## src/rtl/micro_prod_accum.sv

```systemverilog
// -----------------------------------------------------------------------------
// micro_prod_accum
//
// Downstream stage of the micro-tile nibble multiplier. Sums N_SAMPLES unsigned
// 8-bit products into a saturating ACC_W-bit accumulator. Each frame total is
// then returned as two bytes, low byte first, over a valid/ready handshake.
//
// Handshake (acc_byte/byte_valid/rd_ready):
//   A byte transfers on a rising clk edge where byte_valid=1 and rd_ready=1.
//   Once byte_valid is high, acc_byte and byte_valid hold steady until that
//   transfer happens; they are never retracted. The only exceptions are clear
//   and rst_n, which abort the dump. The upstream product stream has no ready
//   signal. Products offered while busy=1 are dropped.
//
// Parameters:
//   N_SAMPLES  products summed per frame (1..255)
//   ACC_W      accumulator width in bits (9..16)
//
// Ports:
//   clk         clock, all state on rising edge
//   rst_n       asynchronous active-low reset
//   prod_in     product from upstream multiplier, unsigned
//   prod_valid  prod_in valid this cycle
//   clear       synchronous abort/flush, highest priority after reset
//   rd_ready    downstream ready to take acc_byte
//   acc_byte    current result byte (0x00 when nothing is presented)
//   byte_valid  acc_byte valid
//   busy        a frame result is being drained; samples are not accepted
//   overflow    sticky saturation flag for the current frame
//
// The FSM state register is the signal 'state' (type state_t). It can be
// observed hierarchically.
// -----------------------------------------------------------------------------
module micro_prod_accum #(
  parameter int N_SAMPLES = 4,
  parameter int ACC_W     = 12
) (
  input  logic       clk,
  input  logic       rst_n,
  input  logic [7:0] prod_in,
  input  logic       prod_valid,
  input  logic       clear,
  input  logic       rd_ready,
  output logic [7:0] acc_byte,
  output logic       byte_valid,
  output logic       busy,
  output logic       overflow
);

  typedef enum logic [1:0] {
    ACCUM   = 2'd0,
    DUMP_LO = 2'd1,
    DUMP_HI = 2'd2
  } state_t;

  // count value held while the final sample of a frame is being accepted
  localparam logic [7:0] LAST_IDX = 8'(N_SAMPLES - 1);

  state_t           state, state_nx;
  logic [ACC_W-1:0] acc, acc_nx;
  logic [7:0]       count, count_nx;
  logic             ovf, ovf_nx;

  // One extra bit of headroom. sum[ACC_W] set means the add overflowed.
  logic [ACC_W:0]   sum;
  logic [15:0]      acc_ext;

  assign sum     = {1'b0, acc} + {{(ACC_W-7){1'b0}}, prod_in};
  // Zero-extend to 16 bits so the high byte is acc[ACC_W-1:8] padded with 0.
  assign acc_ext = 16'(acc);

  // ---------------------------------------------------------------------------
  // State register
  // ---------------------------------------------------------------------------
  always_ff @(posedge clk or negedge rst_n) begin
    if (!rst_n) begin
      state <= ACCUM;
      acc   <= '0;
      count <= '0;
      ovf   <= 1'b0;
    end else begin
      state <= state_nx;
      acc   <= acc_nx;
      count <= count_nx;
      ovf   <= ovf_nx;
    end
  end

  // ---------------------------------------------------------------------------
  // Next-state logic
  // ---------------------------------------------------------------------------
  always_comb begin
    state_nx = state;
    acc_nx   = acc;
    count_nx = count;
    ovf_nx   = ovf;

    case (state)
      ACCUM: begin
        if (prod_valid) begin
          acc_nx   = sum[ACC_W] ? {ACC_W{1'b1}} : sum[ACC_W-1:0];
          ovf_nx   = ovf | sum[ACC_W];
          count_nx = count + 8'd1;
          if (count == LAST_IDX) begin
            state_nx = DUMP_LO;
          end
        end
      end

      DUMP_LO: begin
        if (rd_ready) begin
          state_nx = DUMP_HI;
        end
      end

      DUMP_HI: begin
        // The high byte leaves, so the frame is done and the next one starts clean.
        if (rd_ready) begin
          state_nx = ACCUM;
          acc_nx   = '0;
          count_nx = '0;
          ovf_nx   = 1'b0;
        end
      end

      default: begin
        state_nx = ACCUM;
        acc_nx   = '0;
        count_nx = '0;
        ovf_nx   = 1'b0;
      end
    endcase

    // Flush overrides everything. A sample offered in this cycle is discarded.
    if (clear) begin
      state_nx = ACCUM;
      acc_nx   = '0;
      count_nx = '0;
      ovf_nx   = 1'b0;
    end
  end

  // ---------------------------------------------------------------------------
  // Outputs, decoded from registered state only
  // ---------------------------------------------------------------------------
  always_comb begin
    acc_byte   = 8'h00;
    byte_valid = 1'b0;
    busy       = 1'b0;
    case (state)
      DUMP_LO: begin
        acc_byte   = acc_ext[7:0];
        byte_valid = 1'b1;
        busy       = 1'b1;
      end
      DUMP_HI: begin
        acc_byte   = acc_ext[15:8];
        byte_valid = 1'b1;
        busy       = 1'b1;
      end
      default: begin
        acc_byte   = 8'h00;
        byte_valid = 1'b0;
        busy       = 1'b0;
      end
    endcase
  end

  assign overflow = ovf;

endmodule

```

## config.mk

```make
export PLATFORM = sky130hd
export DESIGN_NAME = micro_prod_accum
export DESIGN_NICKNAME = d
export VERILOG_FILES = /design/src/rtl/micro_prod_accum.sv
export SDC_FILE = /design/constraint.sdc
export NUM_CORES = 1
export LEC_CHECK = 0
export CAP_MARGIN = 20
export CORE_AREA = 2 2 65 55
export CTS_CLUSTER_SIZE = 30
export DETAILED_ROUTE_END_ITERATION = 16
export DIE_AREA = 0 0 67 57
export PLACE_DENSITY_LB_ADDON = 0.12
export SLEW_MARGIN = 40
export SYNTH_ARGS = -nofsm -noshare
export SYNTH_HDL_FRONTEND = slang
export SYNTH_SLANG_ARGS = --single-unit
export TNS_END_PERCENT = 10
```

## constraint.sdc

```tcl
create_clock -name clk -period 2.74 [get_ports clk]
set_input_delay 0.411 -clock clk [delete_from_list [all_inputs] [get_ports clk]]
set_output_delay 0.411 -clock clk [all_outputs]
set_load 0.02 [all_outputs]
```

* Word level (Yosys, flattened, before mapping)
Cells that the tools add are included.
** Storage, ports and cells
- Word-level logic and storage cells :: 40
- Input bits :: 13
- Output and inout bits :: 11
- Memory bits (read-only) :: 0
- Memory bits (writable) :: 0
- Register bits :: 23
- Memories :: 0
- Latch bits :: 0
** Operators by class
- Equality and inequality tests :: 8
- $add $sub $neg :: 2
- Multipliers :: 0
- Div/mod/pow operators :: 0
- Mux-type cells :: 21
- Shift-type cells :: 0
- Reductions and logical operators :: 4
- Bitwise operators :: 1
- Order comparisons :: 0
** Operators with widths (count)
- 12-bit two-way mux :: 4
- 12-bit case mux with 3 select lines :: 1
- 8-bit two-way mux :: 3
- 8-bit case mux with 3 select lines :: 1
- 8-bit case mux with 2 select lines :: 1
- 12-bit by 8-bit adder with 13-bit output :: 1
- 3-bit != test, second input constant :: 4
- 2-bit two-way mux :: 5
- 8-bit by 1-bit adder with 8-bit output, second input constant :: 1
- 8-bit by 2-bit equality test with 1-bit output, second input constant :: 1
- 2-bit case mux with 3 select lines :: 1
- 1-bit two-way mux :: 4
- 4-bit AND reduction :: 1
- 1-bit case mux with 3 select lines :: 1
- 3-bit AND reduction :: 1
- 2-bit by 1-bit equality test with 1-bit output, second input constant :: 1
- 2-bit equality test, second input constant :: 1
- 2-bit zero test :: 1
- 2-bit != test, second input constant :: 1
- 2-bit OR reduction :: 1
- 1-bit OR :: 1

* Depth between registers and ports, before layout
Gate-level depths: netlist of run 1.
- Word-level depth :: 5
- Mapped depth :: 9
- Gate-level depth less buffers :: 7

* Least setup slack after synthesis of run 1
Ideal clock, no wire load.
- Kind :: input-to-reg
- Start point :: in prod_in[0]
- End point :: reg acc[10]
- Path buffers :: 0
- Stages :: 7
- Setup time :: 127 ps
- Data arrival time :: 1914 ps
- Path slack :: 700 ps
- Required time :: 2613 ps
- Path through :: ha_1 fa_1 a211oi_1 o21a_2 a21o_1 nor2_1 o2bb2a_1
** On the way
- Cells in the longest elaborated chain, start to end :: 5
** Ends and longest elaborated chain
- start: declaration :: line 40 : input logic [7:0] prod_in,
- 12-bit by 8-bit adder with 13-bit output :: line 68 : assign sum = {1'b0, acc} + {{(ACC_W-7){1'b0}}, prod_in};
- 12-bit two-way mux :: line 101 : acc_nx = sum[ACC_W] ? {ACC_W{1'b1}} : sum[ACC_W-1:0];
- 12-bit two-way mux :: line 100 : if (prod_valid) begin
- 12-bit case mux with 3 select lines :: line 98 : case (state)
- 12-bit two-way mux :: line 135 : if (clear) begin
- end signal: assignment :: line 83 : acc <= acc_nx;
- end: declaration :: line 60 : logic [ACC_W-1:0] acc, acc_nx;
No other way between the ends. The select of a mux whose other input is x is not followed.
A chain may end at the register's enable or synchronous reset.

* Worst setup path after layout of run 1
- Start point :: reg state[1]
- End point :: out acc_byte[2]
** On the way
- Cells in the longest elaborated chain, start to end :: 2
- Elaborated cells on any way between the ends :: 3
- Classes of those cells :: eq/ne (2); mux (1)
** Ends and longest elaborated chain
- start: declaration :: line 59 : state_t state, state_nx;
- start signal: assignment :: line 82 : state <= state_nx;
- 2-bit equality test or 2-bit by 1-bit equality test with 1-bit output (tied branches) :: line 150 : case (state)
- 8-bit case mux with 2 select lines * :: line 150
- end: declaration :: line 44 : output logic [7:0] acc_byte,
Every way passes the cells marked *; elsewhere a longest branch is shown, timed or not.

==> impl_metrics.csv, run 1 <==
group,metric,value,unit
yosys,synthTopCellsByArea,"dfrtp_1 (35%), ha_1 (9.9%), o21ai_0 (7.6%), nand2_1 (6.2%), a21oi_1 (4.6%)",
clock_network,cts_max_level,1,
yosys,synthArstFlopShare,100.0,%
floorplan,fp-row-count,19,
setup_path,crit_end,"acc_byte[2]",
timing,tightest_slew,0.4788,ns
timing,setup_ws,0.2203,ns
yosys,yosys-top-cells-count,"nand2_1 (27), o21ai_0 (25), dfrtp_1 (23), a21oi_1 (15), ha_1 (13)",
finish,post-route-util,60.68,%
power,p_total,1.262,mW
power,ir_worst_vdd,0.0004590,V
placed_design,hpwl,2970,um
finish,finalInstanceArea,0.001962,mm2
floorplan,coreArea,0.003233,mm2
yosys,synth.avg_cell_area,8.530,um2
setup_path,max_stage_delay,0.62,ns
timing,hold_viol_final,0,
clock_network,cts_setup_buffers,0,
placed_design,dp_slack,0.1179,ns
flow_run,maxCapViolCount,0,
outcome,status,"finished clean",
timing,post-route-period-util,91.96,%
setup_path,slowest_stage,"clkdlybuf4s50_1",
global_route,grt-ovfl-total,0,
clock_network,post_cts_resized,0,
yosys,ys_seq_area_share,35.14,%
yosys,syn_nets,219,
global_route,grt_max_degree,24,
setup_path,path_buf_inv,2,
routing,vias,1488,
finish,layout.nets,245,
setup_path,start_kind,"register",
timing,slew_violations,0,
power,power.density,643.2,mW/mm2
yosys,synth_top_area_cell,"dfrtp_1",
timing,finalSetupViolCount,0,
yosys,synth_ff_type,"dfrtp_1",
setup_path,crit_fanout,10,
finish,drive_gt1_share,7.373,%
timing,max_freq,0.3969,GHz
floorplan,die_height,57,um
routing,drc_errors,0,
timing,slew_headroom,67.93,%
yosys,synth_enable_flop_cells,0,
min_path,hp-class,"primary input to async pin",
setup_path,cp.depth,5,
floorplan,die_area,0.003819,mm2
placed_design,io_buffers,23,
global_route,track_usage,22.56,%
setup_path,critical-path-top-delay-family,"buffers and inverters",
clock_network,cts_buffer_depth,2,
yosys,syn-instance-count,192,
power,cellLeakagePower,0.8725,nW
clock_network,cts_tree,"done",
placed_design,dpl_cell_area,0.001916,mm2
clock_network,clk_pin_slew,0.08,ns
yosys,yosysTopAreaCellShare,35.14,%
clock_network,cts.sinks,23,
yosys,syn_area,0.001638,mm2
yosys,synth_seq_cells,23,
setup_path,regToRegSetupSlack,0.51,ns
clock_network,postCtsHoldBufs,0,
timing,clock-skew-final,0.001499,ns
setup_path,path_cells,"inv_1 -> ha_1 -> a22oi_1 -> nor2b_1 -> clkdlybuf4s50_1",
setup_path,startpoint,"state[1]",
setup_path,timing.rr.end,"acc[10]",
clock_network,cts_buffers,3,
global_route,first_global_vias,1406,
setup_path,path_class,"register to output pin",
floorplan,ios,24,
timing,min_period,2.520,ns
global_route,grt_pass1_wl,6610,um
routing,drtIter0Drc,118,
setup_path,arrival,2.11,ns
routing,wl_per_cell,15.14,um
timing,rsz0062_at_grt,"false",
setup_path,cp.required,2.33,ns
routing,vias_per_cell,5.745,
clock_network,clk_latency,0.26,ns
routing,ant_nets,0,
clock_network,root_buffer,"clkbuf_8",
routing,drt_wl_total,3922,um
global_route,antenna_found_initial,0,
placed_design,place.gp.congestion,0.9019,
setup_path,r2r-start,"acc[0]",
yosys,synth_cell_types,43,
floorplan,fp.dieW,67,um
setup_path,rr_worst_depth,7,
setup_path,crit_path_end_kind,"output pin",
yosys,yosys_warnings,0,
finish,antenna_cells,0,
yosys,yosysMostFrequentCell,"nand2_1",
floorplan,initial_core_util,50.66,%
finish,syn_to_final_growth,19.79,%
timing,finalSetupTns,0,ns
routing,firstDrtPassIters,4,
[per-stage QoR]
step                      hold WS, ns  cells
after floorplan                0.1154    192
after global placement         0.4780    255
after detailed placement       0.4870    255
after CTS                      0.4990    259
after global routing           0.5378    259
final                          0.4996    259
[per-layer routing]
metal  vias up  part of all wire (%)  GRT usage (%)
met5         -                     0              0
met4         0                   1.2          5.248
met3         6                   4.7          4.536
met2        39                    44          34.65
met1       688                    50          32.99
li1        755                     -              -
[cell type report]
| class | count | area [um2] |
|---|---|---|
| Clock inverter | 1 | 5.005 |
| Sequential cell | 23 | 575.6 |
| Fill cell | 298 | 1271 |
| Multi-Input combinational cell | 160 | 1020 |
| Timing Repair Buffer | 26 | 252.7 |
| Tap cell | 42 | 52.55 |
| Clock buffer | 3 | 41.29 |
| Inverter | 4 | 15.01 |
[power by group]
part	internal [mW]	switching (mW)	total, mW
Sequential	0.385	0.0448	0.430
Combinational	0.254	0.364	0.618
Clock	0.102	0.112	0.214
[flip-flops by register name (all words and copies together), names as in the netlist]
register,count
count,8
overflow,1
state,2
acc,12
[worst min path at each step]
| stage | startpoint | depth (start not counted) | end | slack, ns |
|---|---|---|---|---|
| after global routing | overflow | 2 | overflow | 0.54 |
| after floorplan | rst_n | 0 | acc[0] | 0.12 |
| after global placement | count[7] | 1 | count[7] | 0.48 |
| after CTS | count[7] | 1 | count[7] | 0.50 |
| after detailed placement | count[7] | 1 | count[7] | 0.49 |
| final | rst_n | 2 | acc[5] | 0.50 |
[kinds of logic after synthesis]
kind of cell	synth area share, %
AOI/OAI and AO/OA	26.51
buffers and inverters	2.597
adders and majority gates	11.15
and+or+nand+nor	22.46
xor gates and xnor gates	2.139
DFF	35.14
[worst reg2reg max path, cell delays in order, from the launching register on]
cell      delay, ns
dfrtp_1        0.42
ha_1           0.23
fa_1           0.43
a211oi_1       0.30
o21a_2         0.23
a21o_1         0.17
nor2_1         0.06
o2bb2a_1       0.28
[cells in the final DEF, fill, tap and decap left out, types with 2 or more instances in the layout]
cell type,instances
clkbuf_8,3
a22oi_1,5
nor3_1,4
nor2_1,9
ha_1,13
nand2_1,27
dfrtp_1,23
a21o_1,4
o31ai_1,2
o21bai_1,2
buf_4,3
inv_1,3
a31oi_1,3
xnor2_1,3
o21ai_0,25
nand4_1,4
clkdlybuf4s50_1,23
nor2b_1,6
nand2b_1,3
o211ai_1,2
nand3_1,3
or3_1,2
a211oi_2,2
a21oi_1,15
and3_1,8
Power figures use the tool's default switching activity.
==> run 2, diff against run 1 <==
--- a/config.mk
+++ b/config.mk
@@ -5,11 +5,11 @@
 export SDC_FILE = /design/constraint.sdc
 export NUM_CORES = 1
 export LEC_CHECK = 0
-export CAP_MARGIN = 20
 export CORE_AREA = 2 2 65 55
 export CTS_CLUSTER_SIZE = 30
 export DETAILED_ROUTE_END_ITERATION = 16
 export DIE_AREA = 0 0 67 57
+export GPL_TIMING_DRIVEN = 0
 export PLACE_DENSITY_LB_ADDON = 0.12
 export SLEW_MARGIN = 40
 export SYNTH_ARGS = -nofsm -noshare
==> constraint.sdc (replaced) <==
create_clock -name clk -period 2.53 [get_ports clk]
set_input_delay 0.3795 -clock clk [delete_from_list [all_inputs] [get_ports clk]]
set_output_delay 0.3795 -clock clk [all_outputs]
set_load 0.02 [all_outputs]
==> run 2 against run 1 <==
Compared with the run above: combinational power up 12%; die area unchanged; clock power up 9%; critical path depth up 1; power up 10%; clock skew up 0.0021 ns; routed wire length up 1.4%; highest routed layer unchanged; first-iteration DRC count up 16%; final area unchanged; global-route usage down 0.59 points; hold slack worse by 0.42 ns.
==> impl_metrics.csv, run 2 (synthesis gave the netlist of run 1 again) <==
group,metric,value,unit
routing,vias_per_cell,5.824,
finish,largest_reg_flops,12,
setup_path,critical-path-top-delay-family,"buffers and inverters",
global_route,first_global_vias,1390,
setup_path,start_kind,"register",
placed_design,dp.cells,257,
finish,largest-register,"acc",
power,power.density,709.6,mW/mm2
setup_path,max_stage_delay,0.62,ns
setup_path,crit_path_end_kind,"output pin",
floorplan,coreArea,0.003233,mm2
placed_design,place.gp.congestion,0.9296,
power,ir_worst_vdd,0.0005801,V
routing,drc_errors,0,
global_route,track_usage,21.97,%
floorplan,initial_core_util,50.66,%
finish,syn_to_final_growth,19.79,%
timing,slew_headroom,64.44,%
setup_path,path_class,"register to output pin",
power,cellLeakagePower,0.8822,nW
finish,antenna_cells,0,
routing,drt_wl_total,3976,um
routing,firstDrtPassIters,4,
flow_run,maxCapViolCount,0,
global_route,grt_max_degree,24,
setup_path,path_buf_inv,3,
clock_network,clk_pin_slew,0.09,ns
clock_network,cts_max_level,1,
setup_path,crit_fanout,10,
placed_design,hpwl,2957,um
floorplan,die_height,57,um
finish,final_common_cell,"nand2_1",
setup_path,path_cells,"inv_1 -> ha_1 -> buf_2 -> a22oi_1 -> nor2b_1 -> clkdlybuf4s50_1",
timing,clock-skew-final,0.003598,ns
min_path,hp-class,"primary input to async pin",
timing,min_period,2.405,ns
finish,layout.nets,247,
routing,ant_nets,0,
setup_path,slowest_stage,"clkdlybuf4s50_1",
global_route,grt-ovfl-total,0,
clock_network,root_buffer,"clkbuf_8",
clock_network,cts_tree,"done",
routing,drtIter0Drc,137,
finish,stdcell_count,261,
clock_network,clk_latency,0.27,ns
setup_path,arrival,2.03,ns
finish,reg_top3,"acc: 12 flops, count: 8 flops, state: 2 flops",
setup_path,cp.required,2.15,ns
clock_network,cts_buffer_depth,2,
floorplan,ios,24,
global_route,grt_pass1_wl,6396,um
clock_network,post_cts_resized,0,
floorplan,fp.dieW,67,um
timing,max_freq,0.4158,GHz
placed_design,io_buffers,23,
timing,rsz0062_at_grt,"false",
timing,tightest_slew,0.5334,ns
timing,slew_violations,0,
timing,post-route-period-util,95.05,%
floorplan,fp-row-count,19,
outcome,status,"finished clean",
finish,drive_gt1_share,8.676,%
floorplan,die_area,0.003819,mm2
finish,mostFrequentLayoutCells,"nand2_1 (27), o21ai_0 (25), dfrtp_1 (23)",
clock_network,cts.sinks,23,
clock_network,cts_buffers,3,
timing,finalSetupViolCount,0,
global_route,antenna_found_initial,0,
timing,holdWs,0.07875,ns
timing,hold_viol_final,0,
routing,wl_per_cell,15.23,um
clock_network,cts_setup_buffers,0,
routing,vias,1520,
clock_network,postCtsHoldBufs,0,
## run 2: changes by cell type in the layout (fill, tap and decap cells not counted), sizes merged
cell           previous run  this run
buf                       3         6
clkdlybuf4s50            23        22
## run 2: path summary, 6_finish.rpt
| check | cells after the start | to | from | slack (ns) |
|---|---|---|---|---|
| hold / removal | 1 | acc[5] | rst_n | 0.08 |
| hold reg to reg | 1 | count[7] | count[7] | 0.49 |
| setup reg to reg | 7 | acc[10] | acc[0] | 0.26 |
| max in group asynchronous | 1 | count[7] | rst_n | 2.09 |
| min in group clk | 1 | count[7] | count[7] | 0.49 |
| setup / recovery | 6 | acc_byte[2] | state[1] | 0.13 |
## run 2: layout make-up
class                      instances  area (um2)
tap                               42       52.55
timing repair buffer              23       225.2
fill                             306        1271
multi-input combinational        160        1020
buffer                             5       27.53
clock inverter                     1       5.005
sequential                        23       575.6
inverter                           4       15.01
clock buffer                       3       41.29
## run 2: per-layer routing
metal / GRT usage [%] / up-vias / wire length (um)
met3: 5.325 / 4 / 280
met5: 0 / - / 0
met4: 7.289 / 0 / 38
met1: 32.99 / 702 / 1950
li1: - / 760 / -
met2: 30.98 / 54 / 1707
## run 2: stage by stage
step                      util (%)  worst slack, ns  total power, mW  instance area [um2]  setup TNS, ns
after floorplan                  -           0.5211           0.9402                 1638              0
after global placement       59.40         -0.03165            1.142                 1921       -0.03789
after global routing         60.68          0.05743            1.495                 1962              0
final                        60.68           0.1251            1.392                 1962              0
after CTS                    60.68           0.1145            1.399                 1962              0
after detailed placement     59.25         -0.07095            1.158                 1916       -0.09918
## run 2: where the power goes
group	switching, mW	internal [mW]	total [mW]	leakage [nW]
logic	0.405	0.288	0.693	0.540
registers	0.0484	0.417	0.466	0.316
clock network	0.123	0.110	0.233	0.0255
total	0.577	0.815	1.39	0.882
